==> config.mk <==
export PLATFORM = sky130hd
export DESIGN_NAME = serial_subtractor
export DESIGN_NICKNAME = d
export VERILOG_FILES = /design/src/rtl/serial_subtractor.sv
export SDC_FILE = /design/constraint.sdc
export NUM_CORES = 1
export LEC_CHECK = 0
export CAP_MARGIN = 20
export CORE_MARGIN = 10
export CORE_UTILIZATION = 35
export CTS_CLUSTER_DIAMETER = 60
export CTS_CLUSTER_SIZE = 10
export DETAILED_ROUTE_END_ITERATION = 6
export PLACE_DENSITY = 0.66
export SLEW_MARGIN = 25
export SYNTH_ARGS = -nofsm -noshare
export SYNTH_HDL_FRONTEND = slang
export SYNTH_SLANG_ARGS = --single-unit
==> constraint.sdc <==
create_clock -name clk -period 3.2 [get_ports clk]
set_clock_uncertainty 0.05 [all_clocks]
set_input_delay 0.64 -clock clk [delete_from_list [all_inputs] [get_ports clk]]
set_output_delay 0.64 -clock clk [all_outputs]
set_load 0.02 [all_outputs]
==> src/rtl/serial_subtractor.sv <==
// -----------------------------------------------------------------------------
// serial_subtractor
//
// Bit-serial unsigned subtractor. On an accepted start the operands are loaded
// into shift registers and one difference bit is produced per clock, LSB
// first, using a full-subtractor cell with a single borrow flop. After WIDTH
// bits the assembled difference and the final borrow are published on d/bout
// and a one-cycle done pulse is raised.
//
// Configuration macro:
//   SUB_OVERFLOW_EN  when defined, adds the ovf output (signed overflow of the
//                    subtraction, evaluated on the captured operands).
//
// Ports:
//   clk    in   single clock, rising edge
//   rst    in   synchronous active-high reset
//   start  in   begin a subtraction (honoured only in IDLE)
//   x      in   minuend, captured on the accepted start cycle
//   y      in   subtrahend, captured on the accepted start cycle
//   busy   out  high while bits are being processed (RUN)
//   done   out  one-cycle pulse, result valid
//   d      out  x - y modulo 2^WIDTH, held until the next done
//   bout   out  final borrow, 1 iff x < y (unsigned)
//   ovf    out  signed overflow flag (SUB_OVERFLOW_EN only)
// -----------------------------------------------------------------------------
module serial_subtractor #(
  parameter int WIDTH = 8
) (
  input  logic             clk,
  input  logic             rst,
  input  logic             start,
  input  logic [WIDTH-1:0] x,
  input  logic [WIDTH-1:0] y,
  output logic             busy,
  output logic             done,
  output logic [WIDTH-1:0] d,
  output logic             bout
`ifdef SUB_OVERFLOW_EN
  ,
  output logic             ovf
`endif
);

  // One extra bit over clog2 so the count never wraps inside an operation.
  localparam int CW = $clog2(WIDTH) + 1;
  localparam logic [CW-1:0] LAST_BIT = CW'(WIDTH - 1);

  typedef enum logic [1:0] {
    IDLE,
    RUN,
    DONE
  } state_t;

  state_t           state;
  logic [WIDTH-1:0] x_sr;
  logic [WIDTH-1:0] y_sr;
  logic [WIDTH-1:0] res_sr;
  logic             borrow;
  logic [CW-1:0]    cnt;

`ifdef SUB_OVERFLOW_EN
  // Operand sign bits are shifted out of x_sr/y_sr, so keep copies for ovf.
  logic x_msb;
  logic y_msb;
`endif

  // Full-subtractor cell on the current LSBs.
  logic             xb;
  logic             yb;
  logic             diff_bit;
  logic             borrow_next;
  logic [WIDTH-1:0] res_next;

  assign xb          = x_sr[0];
  assign yb          = y_sr[0];
  assign diff_bit    = xb ^ yb ^ borrow;
  assign borrow_next = (~xb & yb) | (~(xb ^ yb) & borrow);
  // Difference bits enter at the MSB end so that after WIDTH shifts bit 0 of
  // the result sits at res_sr[0].
  assign res_next    = {diff_bit, res_sr[WIDTH-1:1]};

  // NOTE: sequential state uses non-blocking assignments only, so every
  // register samples the pre-edge values regardless of statement order.
  always_ff @(posedge clk) begin
    if (rst) begin
      // NOTE: the shift registers are plain flops here (not a RAM), so
      // clearing them in reset costs nothing and keeps state deterministic.
      state  <= IDLE;
      x_sr   <= '0;
      y_sr   <= '0;
      res_sr <= '0;
      borrow <= 1'b0;
      cnt    <= '0;
      busy   <= 1'b0;
      done   <= 1'b0;
      d      <= '0;
      bout   <= 1'b0;
`ifdef SUB_OVERFLOW_EN
      x_msb  <= 1'b0;
      y_msb  <= 1'b0;
      ovf    <= 1'b0;
`endif
    end else begin
      case (state)
        IDLE: begin
          done <= 1'b0;
          if (start) begin
            x_sr   <= x;
            y_sr   <= y;
            res_sr <= '0;
            borrow <= 1'b0;
            cnt    <= '0;
            busy   <= 1'b1;
            state  <= RUN;
`ifdef SUB_OVERFLOW_EN
            x_msb  <= x[WIDTH-1];
            y_msb  <= y[WIDTH-1];
`endif
          end
        end

        RUN: begin
          x_sr   <= x_sr >> 1;
          y_sr   <= y_sr >> 1;
          res_sr <= res_next;
          borrow <= borrow_next;
          cnt    <= cnt + 1'b1;
          if (cnt == LAST_BIT) begin
            // Publish on the same edge that consumes the last bit, so use the
            // next-state values rather than the registers.
            d     <= res_next;
            bout  <= borrow_next;
            busy  <= 1'b0;
            done  <= 1'b1;
            state <= DONE;
`ifdef SUB_OVERFLOW_EN
            // diff_bit is the result MSB on this final step.
            ovf   <= (x_msb != y_msb) && (diff_bit != x_msb);
`endif
          end
        end

        DONE: begin
          done  <= 1'b0;
          state <= IDLE;
        end

        default: begin
          busy  <= 1'b0;
          done  <= 1'b0;
          state <= IDLE;
        end
      endcase
    end
  end

endmodule

==> results of run 1 <==
cells by family after synthesis:
group	share of synthesized area [%]
AO/OA/AOI/OAI	31.5
flip-flops	44.4
buffers and inverters	7.92
adder cells (fa/ha/maj)	1.76
AND/OR/NAND/NOR	14.4
state kept, by name, summed over array words and instances, names as in the netlist:
register,count
d,8
res_sr,7
x_sr,8
done,1
state,2
cnt,4
y_sr,8
borrow,1
busy,1
bout,1
routing by layer:
| metal | up-vias | track usage [%] | routed length (µm) |
|---|---|---|---|
| met5 | - | 0 | 0 |
| li1 | 793 | - | - |
| met1 | 737 | 12.5 | 2050 |
| met2 | 30 | 18.2 | 2020 |
| met4 | 0 | 5.01 | 83 |
| met3 | 7 | 3.23 | 198 |
how the worst max path moves through the flow:
stage	from	end	slack, ns
2_1_floorplan	start	x_sr[2]	1.64
3_3_place_gp	start	res_sr[5]	0.90
3_5_place_dp	start	res_sr[2]	0.88
4_1_cts	start	res_sr[2]	1.17
5_1_grt	state[0]	res_sr[2]	1.07
6_report	start	res_sr[2]	1.18
final cells by class:
type | instances | area (µm²)
Fill cell | 513 | 2840
Sequential cell | 41 | 821
Clock buffer | 5 | 68.8
Timing Repair Buffer | 35 | 335
Tap cell | 70 | 87.6
Inverter | 15 | 56.3
Multi-Input combinational cell | 131 | 881
Clock inverter | 3 | 17.5
cells in the mapped netlist, drive strengths merged, types with 2 or more instances:
cell type / number / area (µm²)
nor3: 2 / 10.0
nand4b: 8 / 70.1
nor2: 17 / 66.3
buf: 12 / 60.1
nand3: 2 / 10.0
nand2: 4 / 15.0
o22a: 7 / 61.3
a21oi: 34 / 170
o21ai: 9 / 45.0
nand2b: 2 / 12.5
nor3b: 2 / 15.0
a211oi: 2 / 15.0
inv: 15 / 56.3
dfxtp: 41 / 821
clkbuf: 8 / 30.0
o21bai: 2 / 18.8
a22o: 8 / 70.1
nand3b: 2 / 15.0
o221a: 14 / 158
o22ai: 2 / 12.5
nor2b: 5 / 31.3
worst max-delay path: cells and delay by family:
family / cells / cell delay [ns]
buffers and inverters: 2 / 0.62
AOI/OAI and AO/OA: 2 / 0.42
and+or+nand+nor: 1 / 0.53
power groups by stage:
stage               Combinational, mW  Sequential (mW)  Clock [mW]
floorplan                      0.0857            0.558           0
global placement                0.124            0.565           0
detailed placement              0.125            0.565           0
CTS                             0.125            0.553       0.352
global route                    0.140            0.557       0.379
finish                          0.125            0.553       0.340
metrics by stage:
| step | total power, mW | cells | area, µm² | utilization (%) | worst slack (ns) |
|---|---|---|---|---|---|
| CTS | 1.03 | 300 | 2270 | 44.4 | 1.17 |
| global placement | 0.688 | 292 | 2180 | 42.7 | 0.904 |
| global route | 1.08 | 300 | 2270 | 44.4 | 1.07 |
| detailed placement | 0.689 | 292 | 2180 | 42.7 | 0.885 |
| finish | 1.02 | 300 | 2270 | 44.4 | 1.18 |
| floorplan | 0.644 | 207 | 1850 | - | 1.64 |
==> flow_metrics.tcl, run 1 <==
set metrics [dict create \
    avgViaCountPerCell 5.22 \
    max_clock_freq_mhz 495 \
    gp_congestion 0.744 \
    area_growth_pct 22.7 \
    cp-end-kind "flop" \
    cap_violations 0 \
    setup_tns_ns 0 \
    cts_buffers 5 \
    hold_viol_final 0 \
    hold_ws_ns 0.410 \
    drc 0 \
    crit_path_start_kind "input port" \
    detail_route.wl_per_cell_um 14.5 \
    fp.dieW_um 92.7 \
    min_to "borrow" \
    port_buffers 29 \
    r2r_cells 4 \
    r2r_end "res_sr[2]" \
    r2r_start "state[0]" \
    required_ns 3.39 \
    grt_usage_pct 10.9 \
    min_path_cells 1 \
    drt_wl_total_um 4350 \
    path_cells "clkdlybuf4s50_1 > buf_4 > o21bai_2 > nor2b_1 > a22o_1" \
    avgSynthCellArea_um2 8.93 \
    pwr-share-seq_pct 54.3 \
    die_h_um 92.7 \
    hold_start "borrow" \
    htreeDepth 2 \
    layout.nets 250 \
    rsz0062_at_grt "no" \
    grt_pass1_vias 1594 \
    clk_pin_slew_ns 0.08 \
    antenna_found_initial 0 \
    synth_flop_cell "dfxtp_1" \
    max-vdd-ir-drop_uv 128 \
    synthCells 207 \
    combPwrFrac_pct 12.3 \
    worstPathArrival_ns 2.21 \
    synth_edf_count 0 \
    final_max_slew_viol_count 0 \
    rows 26 \
    grt.overflow.total 0 \
    tightest_slew_ns 0.597 \
    drive_above_1_share_pct 13.9 \
    dieArea_um2 8590 \
    status "complete, no violations" \
    cts.sinks 41 \
    root_buffer "clkbuf_8" \
    syn_nets 228 \
    ios 30 \
    yosysWarnings 0 \
    grt_first_pass_wirelength_um 7680 \
    setup_viol 0 \
    clk_latency_ns 0.30 \
    reg2reg_setup_slack_ns 1.29 \
    internal_power_mw 0.749 \
    switching_power_mw 0.268 \
    core_um2 5110 \
    drt_iter0_drc 106 \
    cts_resized 0 \
    criticalPathCategory "input port to flop" \
    synthArstFlopShare_pct 0 \
    insertedDiodeCount 0 \
    drtAntennaViolNets 0 \
    syn_area_um2 1850 \
    power.density_nw_per_um2 449 \
    power_frac_clock_pct 33.4 \
    drtPass1Iterations 4 \
    initial_core_util_pct 36.2 \
    period_needed_ns 2.02 \
    synth.distinct_cells 32 \
    yosysSeqAreaShare_pct 44.4 \
    place.detailed.hpwl_um 2820 \
    slowest_stage "nor2b_1" \
    relSlewSlack_pct 60.1 \
    hp-class "flop to flop" \
    switching_share_pct 26.3 \
    power_leakage_nw 0.839 \
    cpPeakStageDelay_ns 0.53 \
    min_period_over_period_pct 63.1 \
    clk_path_buf_depth 2 \
    final_cell_mix "dfxtp_1, a21oi_1, clkdlybuf4s50_1" \
    holdBufCountCts 0 \
    layout_commonest_cell "dfxtp_1" \
    grt_start_max_net_pins 38 \
    post_cts_buffers 0 \
    cp_max_fo 15 \
    cts_tree "built" \
    vias 1567 \
    ys_seq_elements 41 \
]
No activity file was read; power rests on OpenSTA's default activity.
==> run 2, diff against run 1 <==
PLACE_DENSITY = 0.68   (was 0.66)
clock period = 1.7 ns   (was 3.2 ns; I/O delays follow)
==> run 2 against run 1 <==
  * Via count increased by 2.3%
  * Worst setup slack got worse by 1.1 ns
  * Sequential share of layout area decreased by 1.7 points
  * Wire length increased by 1.5%
  * Non-clock buffer count increased by 8
  * Hold slack got worse by 0.0022 ns
  * Sequential power increased by 86%
  * Final area increased by 5.0%
  * Combinational power increased by 100%
  * Sequential cell count unchanged
  * Largest cell class unchanged
==> flow_metrics.tcl, run 2 (synthesized netlist as in run 1, its figures left out) <==
set metrics [dict create \
    cts_tree "built" \
    detail_route.wl_per_cell_um 14.3 \
    hold_ws_ns 0.407 \
    max_clock_freq_mhz 615 \
    power.density_nw_per_um2 929 \
    rsz0062_at_grt "no" \
    path_cells "clkdlybuf4s50_1" \
    cts_buffers 5 \
    rows 26 \
    final_cell_mix "dfxtp_1, a21oi_1, clkdlybuf4s50_1" \
    area_growth_pct 28.8 \
    drt_wl_total_um 4420 \
    path_buf_inv 1 \
    grt_pass1_vias 1564 \
    path_delay_family "buffers and inverters" \
    criticalPathCategory "flop to output port" \
    required_ns 1.31 \
    post_cts_buffers 0 \
    htreeDepth 2 \
    reg2reg_setup_slack_ns 0.27 \
    cap_violations 0 \
    grt_usage_pct 10.9 \
    status "complete, no violations" \
    power_leakage_nw 0.933 \
    root_buffer "clkbuf_8" \
    r2r_cells 3 \
    r2r_start "state[1]" \
    hold_viol_final 0 \
    drive_above_1_share_pct 16.8 \
    setup_viol 0 \
    crit_path_start_kind "flop" \
    clk_pin_slew_ns 0.08 \
    grt_start_max_net_pins 22 \
    drt_iter0_drc 82 \
    vias 1603 \
    initial_core_util_pct 36.2 \
    worstPathArrival_ns 1.24 \
    fp.dieW_um 92.7 \
    holdBufCountCts 0 \
    cp-end-kind "output port" \
    core_um2 5110 \
    grt_first_pass_wirelength_um 7660 \
    final_max_slew_viol_count 0 \
    cp.depth 1 \
    port_buffers 29 \
    layout_commonest_cell "dfxtp_1" \
    place.detailed.hpwl_um 3080 \
    drtAntennaViolNets 0 \
    relSlewSlack_pct 59.0 \
    layout.nets 258 \
    drc 0 \
    placed_cell_area_um2 2240 \
    clk_path_buf_depth 2 \
    r2r_end "cnt[1]" \
    avgViaCountPerCell 5.20 \
    insertedDiodeCount 0 \
    clk_latency_ns 0.29 \
    cp_max_fo 2 \
    slowest_stage "clkdlybuf4s50_1" \
    hp-class "flop to flop" \
    fin_area_um2 2380 \
    cts.sinks 41 \
    gp_congestion 0.766 \
    critPathCapture "d[1]" \
    cpPeakStageDelay_ns 0.61 \
    dieArea_um2 8590 \
    die_h_um 92.7 \
    fill_cells 502 \
    ios 30 \
    min_period_over_period_pct 95.7 \
    drtPass1Iterations 4 \
    grt.overflow.total 0 \
    largestRegisters "d x8, x_sr x8, y_sr x8" \
    antenna_found_initial 0 \
    critical_path.startpoint "d[1]" \
    period_needed_ns 1.63 \
    max-vdd-ir-drop_uv 299 \
    cts_resized 0 \
    tightest_slew_ns 0.613 \
]
run 2: changes by cell type in the layout (fill, tap and decap cells not counted):
cell / delta
buf_4: +8
bufinv_16: +2
clkdlybuf4s50_1: -2
clkinv_2: -1
clkinvlp_4: -1
dlymetal6s2s_1: +2
run 2: worst min-delay path by stage:
stage / startpoint / slack (ns) / cells past startpoint / to
floorplan: borrow / 0.38 / 1 / borrow
global placement: borrow / 0.39 / 1 / borrow
detailed placement: borrow / 0.39 / 1 / borrow
CTS: borrow / 0.41 / 1 / borrow
global route: borrow / 0.44 / 1 / borrow
finish: borrow / 0.41 / 1 / borrow
run 2: final cells by class:
| cell class | count | area, µm² | area share [%] |
|---|---|---|---|
| inverter | 15 | 56.3 | 2.37 |
| timing repair buffer | 43 | 400 | 16.8 |
| multi-input combinational | 131 | 881 | 37.0 |
| clock inverter | 3 | 65.1 | 2.73 |
| sequential | 41 | 821 | 34.5 |
| clock buffer | 5 | 68.8 | 2.89 |
| tap | 70 | 87.6 | 3.68 |
run 2: through the flow:
| step | utilization, % | power, mW | setup WS, ns | cells | TNS, ns |
|---|---|---|---|---|---|
| floorplan | - | 1.21 | 0.438 | 207 | 0 |
| finish | 46.6 | 2.21 | 0.0736 | 308 | 0 |
| detailed placement | 43.9 | 1.31 | -0.139 | 300 | -1.65 |
| CTS | 46.5 | 2.24 | 0.0247 | 308 | 0 |
| global route | 46.6 | 2.33 | 0.000857 | 308 | 0 |
| global placement | 43.9 | 1.31 | -0.103 | 300 | -1.33 |
run 2: layer usage:
metal / vias up / GRT usage (%) / share of wire [%]
met5: - / 0 / 0
met4: 0 / 5.66 / 2.0
met3: 7 / 3.15 / 3.7
met2: 26 / 16.6 / 47
met1: 760 / 13.6 / 47
li1: 810 / - / -
run 2: power by group:
group	internal [mW]	switching, mW
combinational	0.135	0.119
clock	0.583	0.339
sequential	1.00	0.0329
total	1.72	0.490
==> run 3, diff against run 2 <==
CORE_UTILIZATION = 47   (was 35)
PLACE_DENSITY = 0.84   (was 0.68)
==> run 3 against run 2 <==
  * Fmax is 0.59% lower
  * Power is 14% lower
  * Clock power is 34% lower
  * Final area is 3.7% lower
  * Non-clock buffer count is 1 lower
  * Cell count is 7.5% lower
  * Critical path depth stayed put
  * Sequential power hardly changed
  * Largest power group unchanged
==> flow_metrics.tcl, run 3 (synthesized netlist as in run 1, its figures left out) <==
set metrics [dict create \
    path_delay_family "buffers and inverters" \
    rsz0062_at_grt "no" \
    worstPathArrival_ns 1.25 \
    max-vdd-ir-drop_uv 385 \
    core_um2 3740 \
    fin_ws_ns 0.0640 \
    drtPass1Iterations 4 \
    grt_first_pass_wirelength_um 7460 \
    final_max_slew_viol_count 0 \
    dr_wl_met3_um 345 \
    drtAntennaViolNets 0 \
    cts_tree "built" \
    port_buffers 29 \
    multi_input_area_um2 883 \
    path_cells "clkdlybuf4s50_1" \
    fp.dieW_um 82.7 \
    post_cts_buffers 0 \
    holdBufCountCts 0 \
    criticalPathCategory "flop to output port" \
    grt_start_max_net_pins 27 \
    cap_violations 0 \
    hold_ws_ns 0.412 \
    ios 30 \
    switching_power_mw 0.469 \
    final_cell_mix "dfxtp_1, a21oi_1, clkdlybuf4s50_1" \
    relSlewSlack_pct 60.7 \
    power_leakage_nw 0.881 \
    cp_max_fo 2 \
    required_ns 1.31 \
    largestRegisters "d x8, x_sr x8, y_sr x8" \
    seqCellArea_um2 821 \
    cts_buffers 5 \
    clk_latency_ns 0.29 \
    layout_commonest_cell "dfxtp_1" \
    pwr-share-seq_pct 54.7 \
    r2r_end "x_sr[0]" \
    place.detailed.hpwl_um 2970 \
    layoutNonFillerInstCount 285 \
    root_buffer "clkbuf_8" \
    detail_route.wl_per_cell_um 15.0 \
    internal_power_mw 1.43 \
    drt_iter0_drc 168 \
    initial_core_util_pct 49.4 \
    antenna_found_initial 0 \
    power_frac_clock_pct 32.0 \
    place_ws_ns -0.129 \
    reg2reg_setup_slack_ns 0.21 \
    place_inst 277 \
    r2r_cells 4 \
    drc 0 \
    layout.nets 257 \
    avgViaCountPerCell 5.74 \
    setup_viol 0 \
    max_clock_freq_mhz 611 \
    rows 22 \
    htreeDepth 2 \
    fin_area_um2 2290 \
    cp.depth 1 \
    gp_congestion 0.759 \
    r2r_start "state[1]" \
    critPathCapture "bout" \
    insertedDiodeCount 0 \
    wl_met2_um 1910 \
    crit_path_start_kind "flop" \
    placed_cell_area_um2 2210 \
    power.density_nw_per_um2 828 \
    vias 1637 \
    period_needed_ns 1.64 \
    final_util_pct 61.2 \
    drt_wl_total_um 4270 \
    hold_viol_final 0 \
    grt_usage_pct 13.7 \
    min_period_over_period_pct 96.2 \
    drive_above_1_share_pct 15.6 \
    cts_resized 0 \
    drt-met1-wl_um 1940 \
    hp-class "flop to flop" \
    topRoutingLayerUsed "met4" \
    path_buf_inv 1 \
    die_h_um 82.7 \
    cpPeakStageDelay_ns 0.61 \
    tightest_slew_ns 0.588 \
    hold_start "borrow" \
    cp-end-kind "output port" \
    cts.sinks 41 \
    clk_pin_slew_ns 0.07 \
    switching_share_pct 24.7 \
    grt_pass1_vias 1598 \
    slowest_stage "clkdlybuf4s50_1" \
    fill_cells 334 \
    area_growth_pct 24.0 \
    critical_path.startpoint "bout" \
    clk_path_buf_depth 2 \
    dieArea_um2 6840 \
    status "complete, no violations" \
    grt.overflow.total 0 \
    combPwrFrac_pct 13.2 \
]
==> run 3: area by class of cell <==
type / count / area share [%]
inverter: 15 / 2.46
multi-input combinational: 131 / 38.6
clock buffer: 8 / 3.50
timing repair buffer: 42 / 17.0
sequential: 41 / 35.8
tap: 48 / 2.62
==> run 3: metal layers <==
layer	GRT usage (%)	up-vias
li1	-	811
met1	17.6	763
met2	20.1	56
met3	5.51	7
met4	5.35	0
met5	0	-
==> run 3: worst min-delay path by stage <==
stage	endpoint	slack, ns	depth (start not counted)
6_report	borrow	0.41	1
3_3_place_gp	borrow	0.39	1
5_1_grt	borrow	0.42	1
2_1_floorplan	borrow	0.38	1
3_5_place_dp	borrow	0.40	1
4_1_cts	borrow	0.41	1
==> run 3: stage by stage <==
stage                     total power, mW  TNS, ns
final                                1.90        0
after global routing                 1.99        0
after CTS                            1.91        0
after detailed placement             1.31    -1.46
after global placement               1.30    -1.61
after floorplan                      1.21        0
==> run 3: power by group through the flow <==
stage / Combinational, mW / Clock (mW) / Sequential (mW)
after floorplan: 0.161 / 0 / 1.05
after global placement: 0.244 / 0 / 1.06
after detailed placement: 0.248 / 0 / 1.06
after CTS: 0.251 / 0.619 / 1.04
after global routing: 0.279 / 0.665 / 1.04
final: 0.251 / 0.607 / 1.04
